`config.mk`:
```
export PLATFORM = sky130hd
export DESIGN_NAME = octo_res_merger
export DESIGN_NICKNAME = d
export VERILOG_FILES = /design/src/rtl/octo_pkg.sv /design/src/rtl/octo_res_fifo.sv /design/src/rtl/octo_res_merger.sv
export SDC_FILE = /design/constraint.sdc
export NUM_CORES = 1
export LEC_CHECK = 0
export ABC_AREA = 0
export BUFFER_PORTS_ARGS = -buffer_cell sky130_fd_sc_hd__buf_4
export CORE_UTILIZATION = 28
export CTS_CLUSTER_SIZE = 14
export DETAILED_ROUTE_END_ITERATION = 10
export GPL_ROUTABILITY_DRIVEN = 0
export HOLD_SLACK_MARGIN = 0.1
export PLACE_DENSITY_LB_ADDON = 0.25
export SLEW_MARGIN = 20
export SYNTH_ARGS = -nofsm -noshare
export SYNTH_HDL_FRONTEND = slang
export SYNTH_SLANG_ARGS = --single-unit
```
`constraint.sdc`:
```
create_clock -name clk_octo -period 3.9 [get_ports clk_octo]
set_input_delay 0.39 -clock clk_octo [delete_from_list [all_inputs] [get_ports clk_octo]]
set_output_delay 0.39 -clock clk_octo [all_outputs]
set_load 0.01 [all_outputs]
```
`src/rtl/octo_pkg.sv`:
```
// rtl/octo_pkg.sv - shared widths, entry type and clog2 helper for the octo result path
package octo_pkg;

    localparam int OCTO_RES_W   = 4;
    localparam int OCTO_TAG_W   = 16;
    localparam int OCTO_ENTRY_W = OCTO_TAG_W + OCTO_RES_W;

    typedef logic [OCTO_ENTRY_W-1:0] octo_entry_t;

    function automatic int octo_clog2(input int value);
        int r;
        r = 0;
        while ((1 << r) < value) begin
            r++;
        end
        return r;
    endfunction

endpackage

```
`src/rtl/octo_res_fifo.sv`:
```
// rtl/octo_res_fifo.sv - single-clock first-word-fall-through FIFO for one cluster channel
module octo_res_fifo
    import octo_pkg::*;
#(
    parameter int DEPTH = 4,
    parameter int DW    = OCTO_ENTRY_W
) (
    input  logic                         clk_octo,
    input  logic                         rst_octo,
    input  logic                         push,
    input  logic [DW-1:0]                din,
    input  logic                         pop,
    output logic [DW-1:0]                head,
    output logic [octo_clog2(DEPTH):0]   count,
    output logic                         full,
    output logic                         empty
);

    localparam int AW = octo_clog2(DEPTH);
    localparam logic [AW:0] FULL_CNT = (AW+1)'(DEPTH);

    logic [AW-1:0] wr_ptr_q, wr_ptr_d;
    logic [AW-1:0] rd_ptr_q, rd_ptr_d;
    logic [AW:0]   count_q, count_d;
    logic [DW-1:0] mem_q [DEPTH];

    // Pointer and occupancy update; the caller never pushes a full FIFO without popping it
    always_comb begin
        wr_ptr_d = wr_ptr_q;
        rd_ptr_d = rd_ptr_q;
        count_d  = count_q;
        if (push) begin
            wr_ptr_d = wr_ptr_q + AW'(1);
        end
        if (pop) begin
            rd_ptr_d = rd_ptr_q + AW'(1);
        end
        if (push && !pop) begin
            count_d = count_q + (AW+1)'(1);
        end else if (pop && !push) begin
            count_d = count_q - (AW+1)'(1);
        end
    end

    // Control state; storage contents are don't-care after reset
    always_ff @(posedge clk_octo or posedge rst_octo) begin
        if (rst_octo) begin
            wr_ptr_q <= '0;
            rd_ptr_q <= '0;
            count_q  <= '0;
        end else begin
            wr_ptr_q <= wr_ptr_d;
            rd_ptr_q <= rd_ptr_d;
            count_q  <= count_d;
        end
    end

    // Entry storage write
    always_ff @(posedge clk_octo) begin
        if (push) begin
            mem_q[wr_ptr_q] <= din;
        end
    end

    assign head  = mem_q[rd_ptr_q];
    assign count = count_q;
    assign full  = (count_q == FULL_CNT);
    assign empty = (count_q == '0);

endmodule

```
`src/rtl/octo_res_merger.sv`:
```
// rtl/octo_res_merger.sv - per-cluster FIFOs, round-robin merge, registered output; stats under OCTO_RES_MERGER_STATS_EN
module octo_res_merger
    import octo_pkg::*;
#(
    parameter int NUM_VPE    = 4,
    parameter int RES_W      = OCTO_RES_W,
    parameter int TAG_W      = OCTO_TAG_W,
    parameter int FIFO_DEPTH = 4,
    parameter int CNT_W      = 32
) (
    input  logic                                              clk_octo,
    input  logic                                              rst_octo,
    input  logic [NUM_VPE*RES_W-1:0]                          vpe_res,
    input  logic [NUM_VPE*TAG_W-1:0]                          vpe_tag,
    input  logic [NUM_VPE-1:0]                                vpe_res_valid,
    output logic [NUM_VPE-1:0]                                vpe_stall,
    output logic [TAG_W+RES_W-1:0]                            out_data,
    output logic [((NUM_VPE > 1) ? octo_clog2(NUM_VPE) : 1)-1:0] out_src,
    output logic                                              out_valid,
    input  logic                                              out_ready,
    output logic [NUM_VPE-1:0]                                drop_pulse,
    input  logic                                              stat_clr,
    output logic [NUM_VPE*CNT_W-1:0]                          stat_res_cnt,
    output logic [NUM_VPE*CNT_W-1:0]                          stat_drop_cnt
);

    localparam int EW    = TAG_W + RES_W;
    localparam int SRC_W = (NUM_VPE > 1) ? octo_clog2(NUM_VPE) : 1;
    localparam int CW    = octo_clog2(FIFO_DEPTH) + 1;

    logic [EW-1:0]      fifo_head [NUM_VPE];
    logic [CW-1:0]      fifo_cnt  [NUM_VPE];
    logic [NUM_VPE-1:0] fifo_full, fifo_empty, push_ok, pop_sel;

    logic               load, grant_found;
    logic [SRC_W-1:0]   grant_sel, scan_sel;

    logic               out_valid_q, out_valid_d;
    logic [EW-1:0]      out_data_q, out_data_d;
    logic [SRC_W-1:0]   out_src_q, out_src_d;
    logic [SRC_W-1:0]   ptr_q, ptr_d;
    logic [NUM_VPE-1:0] stall_q, stall_d;
    logic [NUM_VPE-1:0] drop_q, drop_d;

    for (genvar g = 0; g < NUM_VPE; g++) begin : g_ch
        octo_res_fifo #(
            .DEPTH (FIFO_DEPTH),
            .DW    (EW)
        ) u_fifo (
            .clk_octo (clk_octo),
            .rst_octo (rst_octo),
            .push     (push_ok[g]),
            .din      ({vpe_tag[g*TAG_W +: TAG_W], vpe_res[g*RES_W +: RES_W]}),
            .pop      (pop_sel[g]),
            .head     (fifo_head[g]),
            .count    (fifo_cnt[g]),
            .full     (fifo_full[g]),
            .empty    (fifo_empty[g])
        );
    end

    // Round-robin grant from ptr upward with wrap; output register reloads when empty or accepted
    always_comb begin
        load        = !out_valid_q || out_ready;
        grant_found = 1'b0;
        grant_sel   = '0;
        scan_sel    = '0;
        for (int k = 0; k < NUM_VPE; k++) begin
            scan_sel = SRC_W'((int'(ptr_q) + k) % NUM_VPE);
            if (!grant_found && !fifo_empty[scan_sel]) begin
                grant_found = 1'b1;
                grant_sel   = scan_sel;
            end
        end
        pop_sel     = '0;
        out_valid_d = out_valid_q;
        out_data_d  = out_data_q;
        out_src_d   = out_src_q;
        ptr_d       = ptr_q;
        if (load) begin
            out_valid_d = grant_found;
            if (grant_found) begin
                pop_sel[grant_sel] = 1'b1;
                out_data_d         = fifo_head[grant_sel];
                out_src_d          = grant_sel;
                ptr_d              = SRC_W'((int'(grant_sel) + 1) % NUM_VPE);
            end
        end
    end

    // Push acceptance, drop detection and almost-full stall from the post-edge occupancy
    always_comb begin
        int next_cnt;
        next_cnt = 0;
        push_ok  = '0;
        drop_d   = '0;
        stall_d  = '0;
        for (int i = 0; i < NUM_VPE; i++) begin
            push_ok[i] = vpe_res_valid[i] && (!fifo_full[i] || pop_sel[i]);
            drop_d[i]  = vpe_res_valid[i] && !push_ok[i];
            next_cnt   = int'(fifo_cnt[i]) + (push_ok[i] ? 1 : 0) - (pop_sel[i] ? 1 : 0);
            stall_d[i] = (next_cnt >= FIFO_DEPTH - 1);
        end
    end

    // Output stream, arbitration pointer, stall and drop registers
    always_ff @(posedge clk_octo or posedge rst_octo) begin
        if (rst_octo) begin
            out_valid_q <= 1'b0;
            out_data_q  <= '0;
            out_src_q   <= '0;
            ptr_q       <= '0;
            stall_q     <= '0;
            drop_q      <= '0;
        end else begin
            out_valid_q <= out_valid_d;
            out_data_q  <= out_data_d;
            out_src_q   <= out_src_d;
            ptr_q       <= ptr_d;
            stall_q     <= stall_d;
            drop_q      <= drop_d;
        end
    end

    assign out_valid  = out_valid_q;
    assign out_data   = out_data_q;
    assign out_src    = out_src_q;
    assign vpe_stall  = stall_q;
    assign drop_pulse = drop_q;

`ifdef OCTO_RES_MERGER_STATS_EN
    logic [NUM_VPE*CNT_W-1:0] res_cnt_q, res_cnt_d;
    logic [NUM_VPE*CNT_W-1:0] drop_cnt_q, drop_cnt_d;

    // Saturating per-channel event counters; clear wins over a coincident event
    always_comb begin
        res_cnt_d  = res_cnt_q;
        drop_cnt_d = drop_cnt_q;
        for (int i = 0; i < NUM_VPE; i++) begin
            if (stat_clr) begin
                res_cnt_d[i*CNT_W +: CNT_W]  = '0;
                drop_cnt_d[i*CNT_W +: CNT_W] = '0;
            end else begin
                if (push_ok[i] && (res_cnt_q[i*CNT_W +: CNT_W] != '1)) begin
                    res_cnt_d[i*CNT_W +: CNT_W] = res_cnt_q[i*CNT_W +: CNT_W] + CNT_W'(1);
                end
                if (drop_d[i] && (drop_cnt_q[i*CNT_W +: CNT_W] != '1)) begin
                    drop_cnt_d[i*CNT_W +: CNT_W] = drop_cnt_q[i*CNT_W +: CNT_W] + CNT_W'(1);
                end
            end
        end
    end

    // Counter registers
    always_ff @(posedge clk_octo or posedge rst_octo) begin
        if (rst_octo) begin
            res_cnt_q  <= '0;
            drop_cnt_q <= '0;
        end else begin
            res_cnt_q  <= res_cnt_d;
            drop_cnt_q <= drop_cnt_d;
        end
    end

    assign stat_res_cnt  = res_cnt_q;
    assign stat_drop_cnt = drop_cnt_q;
`else
    logic unused_stat_clr;
    assign unused_stat_clr = stat_clr;
    assign stat_res_cnt    = '0;
    assign stat_drop_cnt   = '0;
`endif

endmodule

```
; Word level (Yosys, flattened, before mapping)
; Memories as Yosys holds them, arrays and structs flattened.
; Index checks and enable logic that the tools add are counted.
; W data, S select, Z words.
[classes]
addsub = 28
order_cmp = 11
eq_ne = 4
n_mux = 47
bitwise = 1
reduce_logical = 52
[ops]
columns = cell, n
row1 = $bmux W20 S2, 1
row2 = $mux W20, 2
row3 = $mux W1, 25
row4 = $mux W3, 8
row5 = $add A2 B1 Y2 const B, 10
row6 = $ge A5 B3 Y1 const B, 4
row7 = $logic_and A1 B1 Y1, 20
row8 = $sub A4 B1 Y5, 4
row9 = $logic_not A1 Y1, 18
row10 = $add A3 B1 Y4, 4
row11 = $lt A2 B3 Y1 const B, 5
row12 = $add A3 B1 Y3 const B, 4
row13 = $eq A3 B3 Y1 const B, 4
row14 = $logic_not A3 Y1, 4
row15 = $sub A3 B1 Y3 const B, 4
row16 = $bmux W1 S2, 4
row17 = $mux W2, 4
row18 = $mux W4, 2
row19 = $reduce_bool A2 Y1, 4
row20 = $logic_or A1 B1 Y1, 5
row21 = $add A2 B2 Y2 const B, 2
row22 = $ge A3 B3 Y1 const B, 1
row23 = $not A2 Y3, 1
row24 = $demux W1 S2, 1
row25 = 2 further kinds, 2
[word_totals]
register_bits = 61
ram_bits = 320
elab_cells = 165
mem_count = 4
[memory_table]
columns = name, words, word_bits, rd, rd_ports_with_merged_regs, write_ports, line
row1 = g_ch[0].u_fifo.mem_q, 4, 20, 1, 0, 1, octo_res_fifo.sv:25  ; logic [DW-1:0] mem_q [DEPTH];
row2 = g_ch[1].u_fifo.mem_q, 4, 20, 1, 0, 1, octo_res_fifo.sv:25
row3 = g_ch[2].u_fifo.mem_q, 4, 20, 1, 0, 1, octo_res_fifo.sv:25
row4 = g_ch[3].u_fifo.mem_q, 4, 20, 1, 0, 1, octo_res_fifo.sv:25

; Logic depth before layout (Yosys ltp)
; Gate-level depths: netlist of the first run.
[depth]
depth_word = 24
ltp_mapped = 15
depth_no_buf = 13

; Cells and area by module
; A second synthesis of the first run with hierarchy kept.
[unflattened]
hier_cells = 1087
hier_area_um2 = 17707.0
[modules_own_cells]
columns = mod, instances, cells_each, area_each_um2, seq_area_each_um2
row1 = octo_res_fifo, 4, 139, 3286.9, 2577.5
row2 = octo_res_merger, 1, 531, 4559.4, 825.8

; Worst setup path after synthesis of the first run
; OpenSTA, ideal clock, no wires.
[synth_path]
path_kind = register -> register
start = register g_ch[0].u_fifo.count_q[0]
end = register stall_q[3], in the netlist vpe_stall[3]
t_arrival_ps = 3259
required_time_ps = 3768
setup_slack_ps = 509
path_stages_with_launch = 14
path_buffers = 1
period_less_slack_ps = 3391
path_cell_list = dfrtp_1 -> o31ai_1 -> a21oi_2 -> or3_1 -> buf_4 -> nor3_4 -> o21ai_0 -> ha_1 -> inv_1 -> ha_1 -> fa_1 -> and2_0 -> o31ai_1 -> o31ai_1
[synth_via]
elab_chain_cells = 24
word_cells_on_any_way = 39
[synth_lines]
columns = item, line
row1 = from (decl), octo_res_fifo.sv:24  ; logic [AW:0] count_q, count_d;
row2 = from (signal assigned), octo_res_fifo.sv:54  ; count_q <= count_d;
row3 = $logic_not A3 Y1 *, octo_res_fifo.sv:68  ; assign empty = (count_q == '0);
row4 = $bmux W1 S2, octo_res_merger.sv:70  ; if (!grant_found && !fifo_empty[scan_sel]) begin
row5 = $mux W1 (implied by the code), octo_res_merger.sv:70
row6 = $logic_not A1 Y1, octo_res_merger.sv:70
row7 = $logic_and A1 B1 Y1, octo_res_merger.sv:70
row8 = $mux W1, octo_res_merger.sv:70
row9 = $logic_not A1 Y1, octo_res_merger.sv:70
row10 = $logic_and A1 B1 Y1, octo_res_merger.sv:70
row11 = [... 9 more ...], -
row12 = $mux W4 *, octo_res_merger.sv:80  ; if (load) begin
row13 = $logic_or A1 B1 Y1, octo_res_merger.sv:99  ; push_ok[i] = vpe_res_valid[i] && (!fifo_full[i] || pop_sel[i]);
row14 = $logic_and A1 B1 Y1, octo_res_merger.sv:99
row15 = $mux W1, octo_res_merger.sv:101  ; next_cnt = int'(fifo_cnt[i]) + (push_ok[i] ? 1 : 0) - (pop_sel[i] ? 1 : 0);
row16 = $add A3 B1 Y4, octo_res_merger.sv:101
row17 = $sub A4 B1 Y5 *, octo_res_merger.sv:101
row18 = $ge A5 B3 Y1 *, octo_res_merger.sv:102  ; stall_d[i] = (next_cnt >= FIFO_DEPTH - 1);
row19 = net stall_d[3], octo_res_merger.sv:42  ; logic [NUM_VPE-1:0] stall_q, stall_d;
row20 = to (signal assigned), octo_res_merger.sv:120  ; stall_q <= stall_d;
row21 = to (decl), octo_res_merger.sv:42
; The timed path passes the listed nets; every way through them passes the cells marked *. The select of a mux whose other input is x is not followed.
; A chain may end at the register's enable or synchronous reset.

; Worst setup path in the final report of the first run
[layout_path]
start = register g_ch[3].u_fifo.count_q[0]
end = register stall_q[0], in the netlist vpe_stall[0]
[layout_via]
elab_chain_cells = 24
word_cells_on_any_way = 39
[layout_lines]
columns = item, line
row1 = from (decl), octo_res_fifo.sv:24
row2 = from (signal assigned), octo_res_fifo.sv:54
row3 = $logic_not A3 Y1 *, octo_res_fifo.sv:68
row4 = $bmux W1 S2, octo_res_merger.sv:70
row5 = $mux W1 (implied by the code), octo_res_merger.sv:70
row6 = $logic_not A1 Y1, octo_res_merger.sv:70
row7 = $logic_and A1 B1 Y1, octo_res_merger.sv:70
row8 = $mux W1, octo_res_merger.sv:70
row9 = $logic_not A1 Y1, octo_res_merger.sv:70
row10 = $logic_and A1 B1 Y1, octo_res_merger.sv:70
row11 = [... 9 more ...], -
row12 = $mux W4 *, octo_res_merger.sv:80
row13 = $logic_or A1 B1 Y1, octo_res_merger.sv:99
row14 = $logic_and A1 B1 Y1, octo_res_merger.sv:99
row15 = $mux W1, octo_res_merger.sv:101
row16 = $add A3 B1 Y4, octo_res_merger.sv:101
row17 = $sub A4 B1 Y5 *, octo_res_merger.sv:101
row18 = $ge A5 B3 Y1 *, octo_res_merger.sv:102
row19 = net stall_d[0], octo_res_merger.sv:42
; Marks and branches as above.

==> impl_metrics.py, run 1 <==
metrics = {
    "outcome": {
        "status": "completed",
    },
    "finish": {
        "drive_gt1_frac": 0.2309,
        "final_util": 0.3359,
        "final_nets": 1495,
        "fin_area_um2": 21230,
        "area_delta_synth_final_pct": 18.37,
    },
    "synth": {
        "synth_edf_count": 320,
        "synth_area_per_cell_um2": 16.04,
        "synthCells": 1118,
        "netlist_area_um2": 17930,
        "yosysMostFrequentCell": "edfxtp_1",
        "ys_ff_latch": 381,
        "ys.flop_type": "edfxtp_1",
        "synth_top_area_share": 0.5359,
        "ys_seq_area_frac": 0.6210,
        "synth_top_area_cell": "edfxtp_1",
        "yosysWarnings": 0,
        "async_reset_ff_frac": 0.1601,
        "yosys-top-cells-count": "edfxtp_1, buf_4, mux4_2",
        "yosys-top-cells-area": "edfxtp_1, buf_4, mux4_2",
        "synth_cell_type_count": 61,
    },
    "critical_path": {
        "rr_startpoint": "g_ch[3].u_fifo.count[0]",
        "timing.setup.critical_path_class": "reg -> reg",
        "cp_top_family": "compound AO/OA/AOI/OAI gates",
        "reg2reg_slack_ns": 0.20,
        "cp-end-kind": "register",
        "r2r_end": "vpe_stall[0]",
        "slowest_stage": "or3_1",
        "cp_max_fo": 22,
        "worst-path-buf-inv": 3,
        "slowest_delay_ns": 0.53,
        "start_kind": "register",
        "arrival_ns": 4.11,
        "path_cells": "or3_1 > a21oi_2 > buf_4 > o31a_1 > nand2_1 > inv_1 > ha_1 > inv_1 > ha_1 > fa_1 > and2_0 > o31ai_1 > o31ai_1",
        "worst_r2r_path_depth": 13,
        "required_ns": 4.32,
    },
    "power_and_ir_drop": {
        "p_per_area_nw_per_um2": 758.9,
        "switching_share": 0.3427,
        "leakage_nw": 8.069,
        "power.share.sequential": 0.378,
        "power.internal_mw": 10.59,
        "irDropWorstVdd_mv": 0.3969,
        "power.switching_mw": 5.520,
        "pwr-share-comb": 0.376,
        "clock_power_share": 0.246,
        "total_power_mw": 16.11,
    },
    "clocking": {
        "clock_sinks": 381,
        "cts_buffer_depth": 3,
        "clk_pin_slew_worst_paths_ns": 0.06,
        "clk_latency_ns": 0.56,
        "postCtsSetupBuffers": 0,
        "root_buffer": "clkbuf_16",
        "h-tree-depth": 2,
        "cts_tree": "built",
        "cts_made_buffers": 42,
    },
    "drt": {
        "via_per_inst": 4.167,
        "drt_iter0_drc": 474,
        "vias": 9325,
        "drc": 0,
        "routed_wl_mm": 40.10,
        "ant_nets": 0,
        "drtPass1Iterations": 4,
        "post_drt_wl_per_cell_um": 17.92,
    },
    "placed_design": {
        "port_buffers": 117,
        "placed_area_um2": 19050,
        "pre_cts_ws_ns": 0.2147,
        "dp_hpwl_mm": 27.54,
    },
    "floorplanning": {
        "fp.coreArea_um2": 63200,
        "die_area_um2": 65060,
        "fp-row-count": 92,
        "dieHeight_um": 255.1,
        "start_util": 0.2838,
        "num_io_pins": 375,
        "die_w_um": 255.1,
    },
    "global_route": {
        "grt_start_max_net_pins": 30,
        "track_usage": 0.1244,
        "antenna_found_initial": 5,
        "grt_remaining_overflow": 0,
        "grt_pass1_vias": 9174,
        "grt_pass1_wl_mm": 58.99,
    },
    "hold_path": {
        "holdPathEnd": "drop_pulse[1]",
        "whs_path_depth": 2,
        "holdCritPathClass": "in -> reg",
        "min-delay-start": "vpe_res_valid[1]",
    },
    "sta": {
        "clock_skew_ns": 0.01356,
        "period_minus_slack_ns": 3.698,
        "timing.final.crit_share": 0.9483,
        "drv_slew": 0,
        "hold_viol_final": 0,
        "hold_slack_ns": 0.1385,
        "tightest_slew_ns": 1.011,
        "rsz0062_at_grt": "true",
        "worst_slack_ns": 0.2015,
        "setup_viol": 0,
        "fmaxAchievable_mhz": 270.4,
        "slew_headroom": 0.3260,
    },
    "run": {
        "drv_cap": 0,
    },
}
## cell usage in the layout (no fill, tap or decap), drive strengths merged, types with 5 or more instances in the layout
cell	n
buf	161
fa	8
and2	10
a211oi	20
and3	11
inv	38
dfrtp	61
mux2i	40
o31ai	8
o21ai	6
a21oi	12
clkinv	14
dlygate4sd3	81
clkbuf	54
mux4	80
o31a	21
conb	256
nand2	14
mux2	5
nand3	10
nor3	10
nor2	9
xnor2	22
edfxtp	320
ha	40
o22ai	24
or3	9
bufinv	5
## cells by family (layout without fill, tap and decap cells)
kind of cell | count (synthesis) | after routing | share of synthesized area
compound gates | 109 | 109 | 0.04605
other cells | 1 | 258 | 0.0002091
flops | 381 | 381 | 0.6210
fa+ha+maj | 48 | 48 | 0.03684
mux | 125 | 125 | 0.1262
buf+inv | 336 | 353 | 0.1261
simple gates | 92 | 92 | 0.03098
xor+xnor | 26 | 26 | 0.01270
## layout make-up
| cell class | count | area [um2] |
|---|---|---|
| antenna | 2 | 5.005 |
| sequential | 381 | 11140 |
| multi-input combinational | 656 | 5514 |
| inverter | 36 | 135.1 |
| timing repair buffer | 242 | 2019 |
| clock inverter | 21 | 231.5 |
| tap | 846 | 1059 |
| fill | 6120 | 41970 |
| clock buffer | 54 | 1127 |
## through the flow
| stage | instances | setup TNS, ns |
|---|---|---|
| 2_1_floorplan | 1373 | 0 |
| 4_1_cts | 2236 | 0 |
| 3_5_place_dp | 2080 | 0 |
| 5_1_grt | 2237 | -0.01207 |
| 6_report | 2238 | 0 |
| 3_3_place_gp | 2080 | 0 |
## timing repair
action | in CTS | in global routing
hold endpoints to repair | 332 | 0
setup endpoints to repair | 0 | 3
hold buffers | 81 | 0
gates resized for setup | 0 | 2
## layer usage
metal / wire length, um / global-route usage / vias up
li1: - / - / 4203
met1: 16490 / 0.1576 / 4736
met2: 20390 / 0.2118 / 325
met3: 2462 / 0.03112 / 55
met4: 729 / 0.03062 / 6
met5: 32 / 0 / -
## power groups by stage
stage               sequential [mW]  combinational, mW  clock [mW]
floorplan                      5.99               4.35           0
global route                   6.21               6.71        4.23
CTS                            6.12               6.23        4.08
finish                         6.09               6.05        3.96
detailed placement             6.19               6.14           0
global placement               6.15               6.07           0
## registers in the layout (all words and copies together), names as in the netlist
name / cells
vpe_stall: 4
g_ch.u_fifo.mem_q: 320
ptr_q: 2
out_valid: 1
g_ch.u_fifo.rd_ptr_q: 8
g_ch.u_fifo.count: 12
out_src: 2
out_data: 20
drop_pulse: 4
g_ch.u_fifo.wr_ptr_q: 8
## how the worst max path moves through the flow
stage | start | endpoint | slack [ns] | cells past startpoint
floorplan | g_ch[0].u_fifo.count[0] | vpe_stall[3] | 0.51 | 13
global placement | g_ch[3].u_fifo.count[0] | vpe_stall[0] | 0.26 | 13
detailed placement | g_ch[3].u_fifo.count[0] | vpe_stall[0] | 0.21 | 13
CTS | g_ch[3].u_fifo.count[0] | vpe_stall[0] | 0.21 | 13
global route | g_ch[3].u_fifo.count[0] | vpe_stall[0] | -0.007 | 13
finish | g_ch[3].u_fifo.count[0] | vpe_stall[0] | 0.20 | 13
No activity file was read; power rests on OpenSTA's default activity.
==> run 2, diff against run 1 <==
- ABC_AREA: 0 -> default
- clock period: 3.9 -> 4.7 ns (I/O delays scaled with it)
==> run 2 against run 1 <==
Effect of this change:
- cell count decreased by 1.9%
- wire length increased by 0.25%
- non-clock buffer count decreased by 44
- maximum frequency decreased by 4.6%
- cell area decreased by 1.9%
- clock skew increased by 0.016 ns
- count of clock-buffer cells in the layout increased by 11
- flip-flop and latch count unchanged
- register-to-register slack improved by 0.62 ns
- global-route usage about the same
- clock power decreased by 17%
- via count decreased by 1.8%
- highest routed layer unchanged
==> impl_metrics.py, run 2 (synthesis gave the netlist of run 1 again) <==
metrics = {
    "finish": {
        "mostFrequentLayoutCell": "edfxtp_1",
        "final_cell_mix": "edfxtp_1, conb_1, buf_4",
        "multi_input_area_um2": 5508,
        "seq_area_um2": 11140,
        "num-fill-cells": 6115,
        "largest_register_ffs": 320,
        "final_nets": 1451,
        "drive_gt1_frac": 0.2337,
        "area_delta_synth_final_pct": 16.15,
        "regMostFlops": "g_ch.u_fifo.mem_q",
    },
    "sta": {
        "hold_viol_final": 0,
        "timing.final.crit_share": 0.8245,
        "finalSetupTns_ns": 0,
        "fmaxAchievable_mhz": 258.0,
        "slew_headroom": 0.3480,
        "period_minus_slack_ns": 3.875,
        "clock_skew_ns": 0.02937,
        "setup_viol": 0,
        "drv_slew": 0,
        "tightest_slew_ns": 0.9749,
        "rsz0062_at_grt": "false",
        "hold_slack_ns": 0.05522,
    },
    "drt": {
        "drt_iter0_drc": 430,
        "via_per_inst": 4.168,
        "ant_nets": 0,
        "post_drt_wl_per_cell_um": 18.31,
        "vias": 9154,
        "drc": 0,
        "drtPass1Iterations": 4,
        "routed_wl_mm": 40.20,
    },
    "power_and_ir_drop": {
        "p_per_area_nw_per_um2": 636.1,
        "leakage_nw": 7.868,
        "irDropWorstVdd_mv": 0.3400,
    },
    "floorplanning": {
        "start_util": 0.2838,
        "fp.coreArea_um2": 63200,
        "die_area_um2": 65060,
        "die_w_um": 255.1,
        "dieHeight_um": 255.1,
        "num_io_pins": 375,
        "fp-row-count": 92,
    },
    "clocking": {
        "clock_sinks": 381,
        "cts_resized": 0,
        "cts_tree": "built",
        "h-tree-depth": 2,
        "root_buffer": "clkbuf_16",
        "clk_pin_slew_worst_paths_ns": 0.06,
        "clk_latency_ns": 0.57,
        "cts_buffer_depth": 3,
        "cts_made_buffers": 42,
    },
    "critical_path": {
        "arrival_ns": 4.31,
        "reg2reg_slack_ns": 0.82,
        "path_common_cell": "ha_1",
        "slowest_delay_ns": 0.55,
        "timing.setup.critical_path_class": "reg -> reg",
        "worst_r2r_path_depth": 13,
        "slowest_stage": "or3_1",
        "cp.depth": 13,
        "r2r_end": "vpe_stall[2]",
        "worst-path-buf-inv": 2,
        "rr_startpoint": "g_ch[1].u_fifo.count[0]",
        "path_cells": "or3_1 > a21oi_2 > o31ai_2 > buf_4 > o21ai_1 > nand2_1 > ha_1 > inv_1 > ha_1 > fa_1 > xnor2_1 > a21oi_1 > a32oi_1",
        "cp-end-kind": "register",
        "required_ns": 5.14,
        "cp_top_family": "compound AO/OA/AOI/OAI gates",
        "cp_max_fo": 9,
        "start_kind": "register",
    },
    "global_route": {
        "grt_pass1_vias": 9064,
        "grt_start_max_net_pins": 44,
        "antenna_found_initial": 4,
        "grt_remaining_overflow": 0,
        "grt_pass1_wl_mm": 59.12,
        "track_usage": 0.1244,
    },
    "placed_design": {
        "port_buffers": 117,
        "dp_hpwl_mm": 27.64,
    },
    "outcome": {
        "status": "completed",
    },
    "run": {
        "drv_cap": 0,
    },
    "hold_path": {
        "holdCritPathClass": "in -> async",
    },
}
[run 2: cell count changes in the layout (fill, tap and decap cells not counted), sizes merged]
cell	delta
buf	-12
clkinv	-7
clkbuf	+11
dlygate4sd3	-32
bufinv	-2
inv	-2
clkinvlp	+2
[run 2: layout make-up]
class                   count  share of cell area
flip-flops and latches    381              0.5350
multi-input cells         656              0.2644
repair buffers            198             0.07725
clock buffers              65             0.05899
well taps                 846             0.05082
clock inverters            12            0.006728
inverters                  36            0.006548
diodes                      2           0.0002403
[run 2: timing repair]
item	CTS	global route
hold buffers	49	0
buffers inserted	0	0
endpoints found under the setup margin	0	0
endpoints found under the hold margin	189	0
[run 2: worst max-delay path by stage]
stage                                  from            to  slack [ns]
floorplan           g_ch[0].u_fifo.count[0]  vpe_stall[3]        1.31
CTS                 g_ch[1].u_fifo.count[0]  vpe_stall[2]        0.80
global route        g_ch[1].u_fifo.count[0]  vpe_stall[2]        0.55
detailed placement  g_ch[1].u_fifo.count[0]  vpe_stall[2]        0.82
finish              g_ch[1].u_fifo.count[0]  vpe_stall[2]        0.82
global placement    g_ch[1].u_fifo.count[0]  vpe_stall[2]        0.89
[run 2: report_power, final]
group	switching [mW]	internal (mW)
registers	0.657	4.58
logic	2.59	2.16
clock network	1.31	1.96
total	4.55	8.70
[run 2: stage by stage]
| step | area, um2 | std cells | utilization | setup WS (ns) | total power, mW |
|---|---|---|---|---|---|
| 2_1_floorplan | 18890 | 1373 | - | 1.309 | 8.582 |
| 3_3_place_gp | 18960 | 2068 | 0.3000 | 0.8946 | 10.08 |
| 3_5_place_dp | 18960 | 2068 | 0.3000 | 0.8210 | 10.18 |
| 4_1_cts | 20820 | 2194 | 0.3294 | 0.7997 | 13.55 |
| 5_1_grt | 20820 | 2194 | 0.3295 | 0.5492 | 14.10 |
| 6_report | 20830 | 2196 | 0.3296 | 0.8247 | 13.25 |
[run 2: routing by layer]
layer	wire [um]	part of all wire	up-vias	track usage
met1	16650	0.41	4624	0.1564
met4	1074	0.027	4	0.04328
met5	17	0.00042	-	0
li1	-	-	4110	-
met2	20100	0.50	354	0.2112
met3	2358	0.059	62	0.02614
==> run 3, diff against run 2 <==
- clock period: 4.7 -> 3.33 ns (I/O delays scaled with it)
==> run 3 against run 2 <==
Effect of this change:
- clock power increased by 44%
- critical path depth decreased by 1
- highest routed layer unchanged
- maximum frequency increased by 22%
- count of clock-buffer cells in the layout decreased by 9
- setup slack got worse by 0.67 ns
- register-to-register slack got worse by 0.67 ns
- largest cell class unchanged
- largest power group is now combinational cells
- non-clock buffer count increased by 72
- hold slack improved by 0.080 ns
==> impl_metrics.py, run 3 (synthesis gave the netlist of run 1 again) <==
metrics = {
    "clocking": {
        "cts_tree": "built",
        "clk_pin_slew_worst_paths_ns": 0.06,
        "root_buffer": "clkbuf_16",
        "h-tree-depth": 2,
        "cts_buffer_depth": 3,
        "cts_made_buffers": 42,
        "clk_latency_ns": 0.55,
        "clock_sinks": 381,
    },
    "finish": {
        "final_cell_mix": "edfxtp_1, conb_1, buf_4",
        "fin_area_um2": 21660,
        "final_nets": 1523,
        "area_delta_synth_final_pct": 20.79,
        "final_util": 0.3428,
        "largest_register_ffs": 320,
        "num-fill-cells": 6104,
        "drive_gt1_frac": 0.2595,
        "regMostFlops": "g_ch.u_fifo.mem_q",
        "mostFrequentLayoutCell": "edfxtp_1",
        "fin_cells": 2267,
    },
    "global_route": {
        "grt_start_max_net_pins": 33,
        "antenna_found_initial": 6,
        "grt_pass1_wl_mm": 60.66,
        "grt_remaining_overflow": 0,
        "grt_pass1_vias": 9455,
        "track_usage": 0.1265,
    },
    "sta": {
        "fmaxAchievable_mhz": 315.2,
        "timing.final.crit_share": 0.9528,
        "setup_viol": 0,
        "slew_headroom": 0.4195,
        "clock_skew_ns": 0.01921,
        "period_minus_slack_ns": 3.173,
        "drv_slew": 0,
        "hold_viol_final": 0,
        "tightest_slew_ns": 0.8708,
        "finalSetupTns_ns": 0,
    },
    "critical_path": {
        "worst_r2r_path_depth": 12,
        "slowest_delay_ns": 0.52,
        "cp.depth": 12,
        "arrival_ns": 3.59,
        "reg2reg_slack_ns": 0.16,
        "path_common_cell": "o31ai_1",
        "cp_top_family": "compound AO/OA/AOI/OAI gates",
        "worst-path-buf-inv": 1,
        "slowest_stage": "o41a_1",
        "start_kind": "register",
        "timing.setup.critical_path_class": "reg -> reg",
        "required_ns": 3.75,
        "cp_max_fo": 7,
        "cp-end-kind": "register",
        "path_cells": "or3_4 > o41a_1 > o31ai_4 > o21ai_2 > nand2_1 > ha_1 > inv_1 > ha_2 > fa_1 > and2_4 > o31ai_1 > o31ai_1",
    },
    "power_and_ir_drop": {
        "power.switching_mw": 6.579,
        "switching_share": 0.3387,
        "irDropWorstVdd_mv": 0.3898,
        "clock_power_share": 0.242,
        "power.internal_mw": 12.85,
        "power.share.sequential": 0.361,
        "leakage_nw": 8.243,
        "pwr-share-comb": 0.397,
        "p_per_area_nw_per_um2": 896.8,
    },
    "hold_path": {
        "holdCritPathClass": "in -> reg",
        "whs_path_depth": 2,
    },
    "placed_design": {
        "placed_area_um2": 19310,
        "placed_cells": 2104,
        "dp_hpwl_mm": 28.02,
        "port_buffers": 117,
    },
    "floorplanning": {
        "die_w_um": 255.1,
        "fp.coreArea_um2": 63200,
        "start_util": 0.2838,
        "num_io_pins": 375,
        "fp-row-count": 92,
        "dieHeight_um": 255.1,
        "die_area_um2": 65060,
    },
    "drt": {
        "routed_wl_mm": 40.59,
        "drt_iter0_drc": 544,
        "drtPass1Iterations": 4,
        "via_per_inst": 4.127,
        "post_drt_wl_per_cell_um": 17.91,
        "drc": 0,
        "vias": 9355,
        "ant_nets": 0,
    },
    "run": {
        "drv_cap": 0,
    },
    "outcome": {
        "status": "completed",
    },
}
-- run 3: changes by cell type in the layout (fill, tap and decap cells not counted), sizes merged --
cell / change
inv: +1
bufinv: +3
diode: +1
clkbuf: -9
buf: +39
dlygate4sd3: +33
clkinv: +3
-- run 3: worst register-to-register path, stage by stage, from the launching register on --
cell	delay, ns
dfrtp_1	0.38
or3_4	0.45
o41a_1	0.52
o31ai_4	0.15
o21ai_2	0.10
nand2_1	0.09
ha_1	0.24
inv_1	0.07
ha_2	0.19
fa_1	0.41
and2_4	0.15
o31ai_1	0.19
o31ai_1	0.11
-- run 3: final timing paths --
check	startpoint	end
setup / recovery	g_ch[1].u_fifo.count[2]	vpe_stall[0]
max in group asynchronous	rst_octo	out_data[6]
setup reg to reg	g_ch[1].u_fifo.count[2]	vpe_stall[0]
hold / removal	vpe_res_valid[0]	drop_pulse[0]
hold reg to reg	g_ch[0].u_fifo.rd_ptr_q[1]	g_ch[0].u_fifo.rd_ptr_q[1]
min in group asynchronous	rst_octo	drop_pulse[1]
-- run 3: area by class of cell --
cell class / count / area, um2 / area share
Tap cell: 846 / 1059 / 0.04887
Sequential cell: 381 / 11140 / 0.5143
Multi-Input combinational cell: 656 / 5644 / 0.2606
Clock inverter: 19 / 245.2 / 0.01132
Clock buffer: 56 / 1145 / 0.05285
Antenna cell: 3 / 7.507 / 0.0003466
Inverter: 36 / 135.1 / 0.006238
Timing Repair Buffer: 270 / 2286 / 0.1055
-- run 3: stage by stage --
step	setup slack [ns]	hold WS, ns	total power, mW
after floorplan	0.005019	0.4319	12.17
after global placement	0.06306	0.5006	14.66
after detailed placement	0.02908	0.5024	14.80
after CTS	0.01115	0.1073	19.67
after global routing	-0.0008495	0.1295	20.72
final	0.1572	0.1357	19.42
-- run 3: timing repair --
item / 4_1_cts / 5_1_grt
pin swaps: 0 / 14
resized for setup: 1 / 25
hold buffers: 82 / 0
hold endpoints to repair: 351 / 0
setup buffers: 0 / 3
endpoints found under the setup margin: 1 / 4
-- run 3: metal layers --
layer | track usage | vias up | routed length, um
li1 | - | 4251 | -
met1 | 0.1579 | 4724 | 17010
met2 | 0.2198 | 323 | 20620
met3 | 0.02858 | 51 | 2190
met4 | 0.03302 | 6 | 729
met5 | 0 | - | 41
-- run 3: power groups by stage --
stage	Clock, mW	Combinational (mW)	Sequential [mW]
2_1_floorplan	0	5.13	7.04
3_3_place_gp	0	7.59	7.06
3_5_place_dp	0	7.69	7.11
4_1_cts	4.84	7.81	7.02
5_1_grt	5.03	8.56	7.13
6_report	4.70	7.72	7.01
